File: src/rtl/mem_port_arbiter.sv
// Two-port main-memory arbiter: latches cache refill requests and grants whole line bursts round-robin.
// Optional watchdog enabled by defining ARB_TIMEOUT_EN.
module mem_port_arbiter #(
  parameter int ADR_WIDTH      = 32,
  parameter int WORD_WIDTH     = 32,
  parameter int BURST_LEN      = 4,
  parameter int TIMEOUT_CYCLES = 64
) (
  input  logic                  clk,
  input  logic                  rst,
  input  logic                  req_cc02arb,
  input  logic [ADR_WIDTH-1:0]  adr_cc02arb,
  output logic                  ack_arb2cc0,
  input  logic                  req_cc12arb,
  input  logic [ADR_WIDTH-1:0]  adr_cc12arb,
  output logic                  ack_arb2cc1,
  output logic [WORD_WIDTH-1:0] dat_arb2cc,
  output logic                  req_arb2mem,
  output logic [ADR_WIDTH-1:0]  adr_arb2mem,
  input  logic                  ack_mem2arb,
  input  logic [WORD_WIDTH-1:0] dat_mem2arb,
  output logic [1:0]            gnt_arb,
  output logic                  err_arb
);

  localparam int BEAT_W = (BURST_LEN > 1) ? $clog2(BURST_LEN) : 1;

  typedef enum logic [1:0] {S_IDLE, S_ISSUE, S_BURST} state_t;

  state_t                 r_state;
  state_t                 w_state_nxt;
  logic                   r_pend0;
  logic                   r_pend1;
  logic                   r_rr_ptr;
  logic                   r_owner;
  logic [ADR_WIDTH-1:0]   r_adr_lat0;
  logic [ADR_WIDTH-1:0]   r_adr_lat1;
  logic [BEAT_W-1:0]      r_beat;
  logic                   w_active;
  logic                   w_beat_ack;
  logic                   w_last;
  logic                   w_end;
  logic                   w_tmo_hit;
  logic                   w_sel_owner;

  assign w_active    = (r_state != S_IDLE);
  assign w_beat_ack  = w_active & ack_mem2arb;
  assign w_last      = w_beat_ack && (r_beat == BEAT_W'(BURST_LEN - 1));
  assign w_end       = w_last | w_tmo_hit;
  // With both ports pending the round-robin pointer decides; otherwise the lone requester wins.
  assign w_sel_owner = (r_pend0 & r_pend1) ? r_rr_ptr : r_pend1;
  assign dat_arb2cc  = dat_mem2arb;

`ifdef ARB_TIMEOUT_EN
  localparam int TMO_W = $clog2(TIMEOUT_CYCLES + 1);
  logic [TMO_W-1:0] r_tmo;
  logic             r_err;

  assign w_tmo_hit = w_active && !ack_mem2arb && (r_tmo == TMO_W'(TIMEOUT_CYCLES - 1));
  assign err_arb   = r_err;

  always_ff @(posedge clk or negedge rst) begin
    if (!rst) begin
      r_tmo <= '0;
      r_err <= 1'b0;
    end else begin
      r_err <= w_tmo_hit;
      if (!w_active || ack_mem2arb || w_tmo_hit) r_tmo <= '0;
      else                                       r_tmo <= r_tmo + 1'b1;
    end
  end
`else
  assign w_tmo_hit = 1'b0;
  assign err_arb   = 1'b0;
`endif

  always_ff @(posedge clk or negedge rst) begin
    if (!rst) r_state <= S_IDLE;
    else      r_state <= w_state_nxt;
  end

  always_comb begin
    w_state_nxt = r_state;
    req_arb2mem = 1'b0;
    adr_arb2mem = '0;
    gnt_arb     = 2'b00;
    ack_arb2cc0 = 1'b0;
    ack_arb2cc1 = 1'b0;
    case (r_state)
      S_IDLE: begin
        if (r_pend0 | r_pend1) w_state_nxt = S_ISSUE;
      end
      S_ISSUE: begin
        req_arb2mem = 1'b1;
        adr_arb2mem = r_owner ? r_adr_lat1 : r_adr_lat0;
        gnt_arb     = r_owner ? 2'b10 : 2'b01;
        ack_arb2cc0 = ack_mem2arb & ~r_owner;
        ack_arb2cc1 = ack_mem2arb &  r_owner;
        w_state_nxt = w_end ? S_IDLE : S_BURST;
      end
      S_BURST: begin
        // The cache keeps its address live during the refill, so follow it directly.
        adr_arb2mem = r_owner ? adr_cc12arb : adr_cc02arb;
        gnt_arb     = r_owner ? 2'b10 : 2'b01;
        ack_arb2cc0 = ack_mem2arb & ~r_owner;
        ack_arb2cc1 = ack_mem2arb &  r_owner;
        if (w_end) w_state_nxt = S_IDLE;
      end
      default: w_state_nxt = S_IDLE;
    endcase
  end

  always_ff @(posedge clk or negedge rst) begin
    if (!rst) begin
      r_pend0    <= 1'b0;
      r_pend1    <= 1'b0;
      r_adr_lat0 <= '0;
      r_adr_lat1 <= '0;
      r_rr_ptr   <= 1'b0;
      r_owner    <= 1'b0;
      r_beat     <= '0;
    end else begin
      // The owner's pend stays set for the whole burst, so its requests are ignored too.
      if (req_cc02arb && !r_pend0) begin
        r_pend0    <= 1'b1;
        r_adr_lat0 <= adr_cc02arb;
      end else if (w_end && !r_owner) begin
        r_pend0 <= 1'b0;
      end
      if (req_cc12arb && !r_pend1) begin
        r_pend1    <= 1'b1;
        r_adr_lat1 <= adr_cc12arb;
      end else if (w_end && r_owner) begin
        r_pend1 <= 1'b0;
      end
      if (r_state == S_IDLE && (r_pend0 | r_pend1)) r_owner <= w_sel_owner;
      if (w_end) begin
        r_rr_ptr <= ~r_owner;
        r_beat   <= '0;
      end else if (w_beat_ack) begin
        r_beat <= r_beat + 1'b1;
      end
    end
  end

endmodule

File: config.mk
export PLATFORM = sky130hd
export DESIGN_NAME = mem_port_arbiter
export DESIGN_NICKNAME = d
export VERILOG_FILES = /design/src/rtl/mem_port_arbiter.sv
export SDC_FILE = /design/constraint.sdc
export NUM_CORES = 1
export LEC_CHECK = 0
export CAP_MARGIN = 20
export CORE_MARGIN = 2
export CORE_UTILIZATION = 48
export DETAILED_ROUTE_END_ITERATION = 16
export PLACE_DENSITY = 0.87
export SLEW_MARGIN = 10
export SYNTH_ARGS = -nofsm -noshare
export SYNTH_HDL_FRONTEND = slang
export SYNTH_SLANG_ARGS = --single-unit
File: constraint.sdc
create_clock -name clk -period 2.9 [get_ports clk]
set_clock_uncertainty 0.1 [all_clocks]
set_input_delay 0.725 -clock clk [delete_from_list [all_inputs] [get_ports clk]]
set_output_delay 0.725 -clock clk [all_outputs]
set_load 0.01 [all_outputs]
; After elaboration in Yosys (flattened, before gate mapping)
; Index checks and enable logic that the tools add are counted.
[classes]
bitwise_logic = 6
n_reduce_logical = 16
addsub = 1
n_eq_ne = 5
muxes = 19
[ops]
columns = operator, count
row1 = 2-to-1 mux 32 bit, 2
row2 = one-hot mux 32 bit (2 select lines), 1
row3 = 2-to-1 mux 2 bit, 7
row4 = 2-to-1 mux 1 bit, 8
row5 = nonzero test 2 bit, 4
row6 = logical AND 1 bit, 6
row7 = one-hot mux 2 bit (3 select lines), 1
row8 = bitwise AND 1 bit, 4
row9 = "equality test 2 bit, second input constant", 2
row10 = "!= test 2 bit, second input constant", 2
row11 = logical NOT 1 bit, 3
row12 = "adder 2 x 1 -> 2 bit, second input constant", 1
row13 = "equality test 2 x 1 -> 1 bit, second input constant", 1
row14 = logical NOT 2 bit, 1
row15 = AND reduction 2 bit, 1
row16 = OR reduction 2 bit, 1
row17 = NOT 1 bit, 1
row18 = bitwise OR 1 bit, 1
[totals]
input_bits = 101
output_inout_bits = 70
wordCells = 55
register_bits = 72

; Depth between registers and ports, before layout
[logic_depth]
word_depth = 6
mapped_depth = 6
ltp_nobuf = 5

; Least setup slack after synthesis
; OpenSTA, ideal clock, no wires.
[synth_timing]
kind = register to output
startpoint = register r_state[1]
endpoint = output port adr_arb2mem[0]
required_time_ns = 2.075
path_slack_ns = 0.620
stages_incl_launch_ff = 7
t_arrival_ns = 1.455
n_path_buf = 2
path_cell_list = dfrtp_1 > inv_1 > ha_1 > clkbuf_1 > clkbuf_1 > a22oi_1 > nor2b_1
[synth_via]
elab_chain_cells = 2
word_cells_on_any_way = 3
cone_classes = eq/ne: 2 / mux: 1
[synth_lines]
columns = element, line_no
row1 = from (decl), 30  ; state_t r_state;
row2 = from (signal assigned), 79  ; else r_state <= w_state_nxt;
row3 = equality test 2 bit or equality test 2 x 1 -> 1 bit (tied branches), 89  ; case (r_state)
row4 = one-hot mux 32 bit (2 select lines) (*), 89
row5 = to (decl), 19  ; output logic [ADR_WIDTH-1:0] adr_arb2mem,
; Mark *: on every way between the ends. The rest lies on a longest branch, timed or not.

; Worst setup path after layout
[layout_timing]
startpoint = register r_owner
endpoint = output port adr_arb2mem[22]
[layout_via]
elab_chain_cells = 2
word_cells_on_any_way = 3
cone_classes = mux: 3
[layout_lines]
columns = element, line_no
row1 = from (decl), 35  ; logic r_owner;
row2 = from (signal assigned), 136  ; if (r_state == S_IDLE && (r_pend0 | r_pend1)) r_owner <= w_sel_owner;
row3 = "2-to-1 mux 32 bit, on equally long branches", "103, 95"
row4 = one-hot mux 32 bit (2 select lines) (*), 89
; Marked as above.

==> flow_summary.ini <==
[hold_path]
hold_path.class = primary input to async pin

[sta]
setup_viol = 0
max_freq_ghz = 0.357
relSlewSlack_pct = 38.6
finalMaxSlewViolations = 0
rsz0062_at_grt = false
worstMarginPinSlew_ps = 921
period_share_pct = 96.7
final-hold-violation-count = 0
finalSetupTns_ps = 0
fin_crit_ps = 2800

[worst_setup_path]
crit_chain = buf_12 -> mux2_4 -> a22oi_2 -> nor2b_1 -> dlygate4sd2_1
cp_data_arrival_time_ps = 1980
critPathLaunchType = flip-flop
crit_fanout = 29
crit_path_top_delay_cell = dfrtp_4
required_ps = 2080
worstSetupPathType = flip-flop to output port
slowest_delay_ps = 550
end_kind = output port

[synthesis]
synthSimpleGateAreaFrac_pct = 6.47
synth_edf_count = 0
ys.flop_type = dfrtp_1
yosysWarningCount = 0
syn_inst = 360
synth_fa_ha_area_share_pct = 1.11
synthMuxAreaShare_pct = 34.9
syn-num-nets = 465
syn_area_per_cell_um2 = 12.6
synth_cell_types = 27
synth_seq_cells = 72
synth-compound-area-share_pct = 6.53
synth_top_family_by_area = multiplexers
ys_async_sr_fraction_pct = 100
ys_seq_area_share_pct = 39.8
synth_xor_area_share_pct = 0
synthesis.area_um2 = 4520

[grt]
grt_pass1_wl_um = 16400
grt_util_all_layers_pct = 20.7
antenna_found_initial = 0
grt_max_degree = 73
grt_pass1_vias = 3441
gr-total-overflow = 0

[routing]
routedWlPerCell_um = 18.3
viasPerCell = 5.54
drtIter0Drc = 92
wl_um = 10300
drc = 0
vias = 3104
dr.pass1.iters = 4
ant_nets = 0

[cts]
cts-buffers-inserted = 9
root_buffer = clkbuf_8
cts_tree = yes
clockBufferDepth = 2
insertion_delay_ps = 340
clock_sinks = 72
htreeDepth = 3
path_clk_slew_ps = 70

[power]
switchingPower_mw = 2.07
power_density_nw_per_um2 = 1090
pwr-share-clk_pct = 14.4
combPwrFrac_pct = 56.0
intPower_mw = 4.11
irDropWorstVdd_uv = 586
power_frac_seq_pct = 29.5
power_switching_share_pct = 33.5
leakagePower_nw = 2.52

[final_layout]
final_common_cell = mux2_2
syn_to_final_growth_pct = 26.0
drive_gt1_share_pct = 36.7
final_cell_mix = 85 x mux2_2, 72 x clkdlybuf4s50_1, 71 x dfrtp_1
diodes = 0
final_cells = 560
postLayoutCoreUtil_pct = 61.9
nets = 550

[floorplanning]
io_pins = 171
core_area_um2 = 9200
dieHeight_um = 101
dieWidth_um = 101
start_util_pct = 49.2
die_area_um2 = 10200
rows = 35

[place]
finalWeightedCongestion = 0.774
hpwlAfterDp_um = 6830
port_buffers = 105
dp_cells = 542

[run]
drv_cap = 0

[run_status]
status = finished clean
==> cell families after synthesis <==
group,count (synthesis)
compound gates,41
fa+ha+maj,4
buf+inv,63
flops,72
mux,130
other cells,1
simple gates,49
==> cell type report <==
class	instances	area (um^2)
clock buffer	12	155
sequential	72	1810
tap	111	139
multi-input combinational	225	2240
inverter	3	11.3
clock inverter	3	65.1
timing repair buffer	134	1280
fill	710	3500
==> Yosys cell counts, drive strengths merged, types with 2 or more instances <==
master	number	area, um^2
a21oi	2	10.0
ha	4	50.1
o21ai	4	20.0
nand2b	2	12.5
and3	2	12.5
dfrtp	72	1800
mux2	130	1580
nand2	5	18.8
nor3b	2	15.0
inv	3	11.3
nor2	2	7.51
buf	53	460
a22oi	32	240
clkbuf	7	26.3
nor2b	34	213
==> worst max-delay path, delay by kind of cell, from the launching register on <==
kind / cells / cell delay (ps)
AOI/OAI and AO/OA: 1 / 190
buffers and inverters: 2 / 490
DFF: 1 / 550
and+or+nand+nor: 1 / 90
muxes: 1 / 310
==> registers in the layout (all words and copies together) (netlist names) <==
| signal | flops |
|---|---|
| r_adr_lat0 | 32 |
| r_adr_lat1 | 32 |
| r_beat | 2 |
| r_state | 2 |
| r_owner | 1 |
| r_pend0 | 1 |
| r_pend1 | 1 |
| r_rr_ptr | 1 |
==> final timing paths <==
check,cells after the start,end,start,slack (ps)
setup / recovery,5,adr_arb2mem[22],r_owner,100
hold / removal,1,r_adr_lat0[25],rst,400
setup reg to reg,4,r_beat[1],r_state[0],1360
hold reg to reg,1,r_adr_lat1[12],r_adr_lat1[12],400
max in group asynchronous,1,r_owner,rst,1610
min in group clk,1,r_adr_lat1[12],r_adr_lat1[12],400
==> power groups by stage <==
stage               combinational, mW  sequential, mW  clock, mW
floorplan                        2.63            1.72          0
detailed placement               3.52            1.83          0
finish                           3.47            1.83      0.892
CTS                              3.46            1.81      0.906
global placement                 3.43            1.77          0
global route                     3.74            1.89      0.946
==> through the flow <==
step / instance area [um^2] / setup WS, ps / total power, mW / hold slack, ps
after floorplan: 4520 / 620 / 4.35 / 329
after global placement: 5450 / -50.0 / 5.20 / 364
after detailed placement: 5450 / -65.7 / 5.35 / 382
after CTS: 5670 / 11.9 / 6.18 / 399
after global routing: 5700 / 12.3 / 6.58 / 422
final: 5700 / 96.4 / 6.19 / 395
==> routing by layer <==
metal  track usage, %  vias to the layer above  share of wire [%]  routed length, um
met5                0                        -                  0                  0
met4             9.36                        0                1.9                198
met3             5.13                       34                5.9                604
met2             36.6                      110                 52               5280
met1             23.4                     1543                 41               4170
li1                 -                     1417                  -                  -
==> what timing repair did <==
action                                  4_1_cts  5_1_grt
buffers inserted                              0        2
pin swaps                                     0        0
hold buffers                                  0        0
endpoints found under the setup margin       34        9
resized for setup                            34        4
gates cloned                                  1        0
Power figures use the tool's default switching activity.
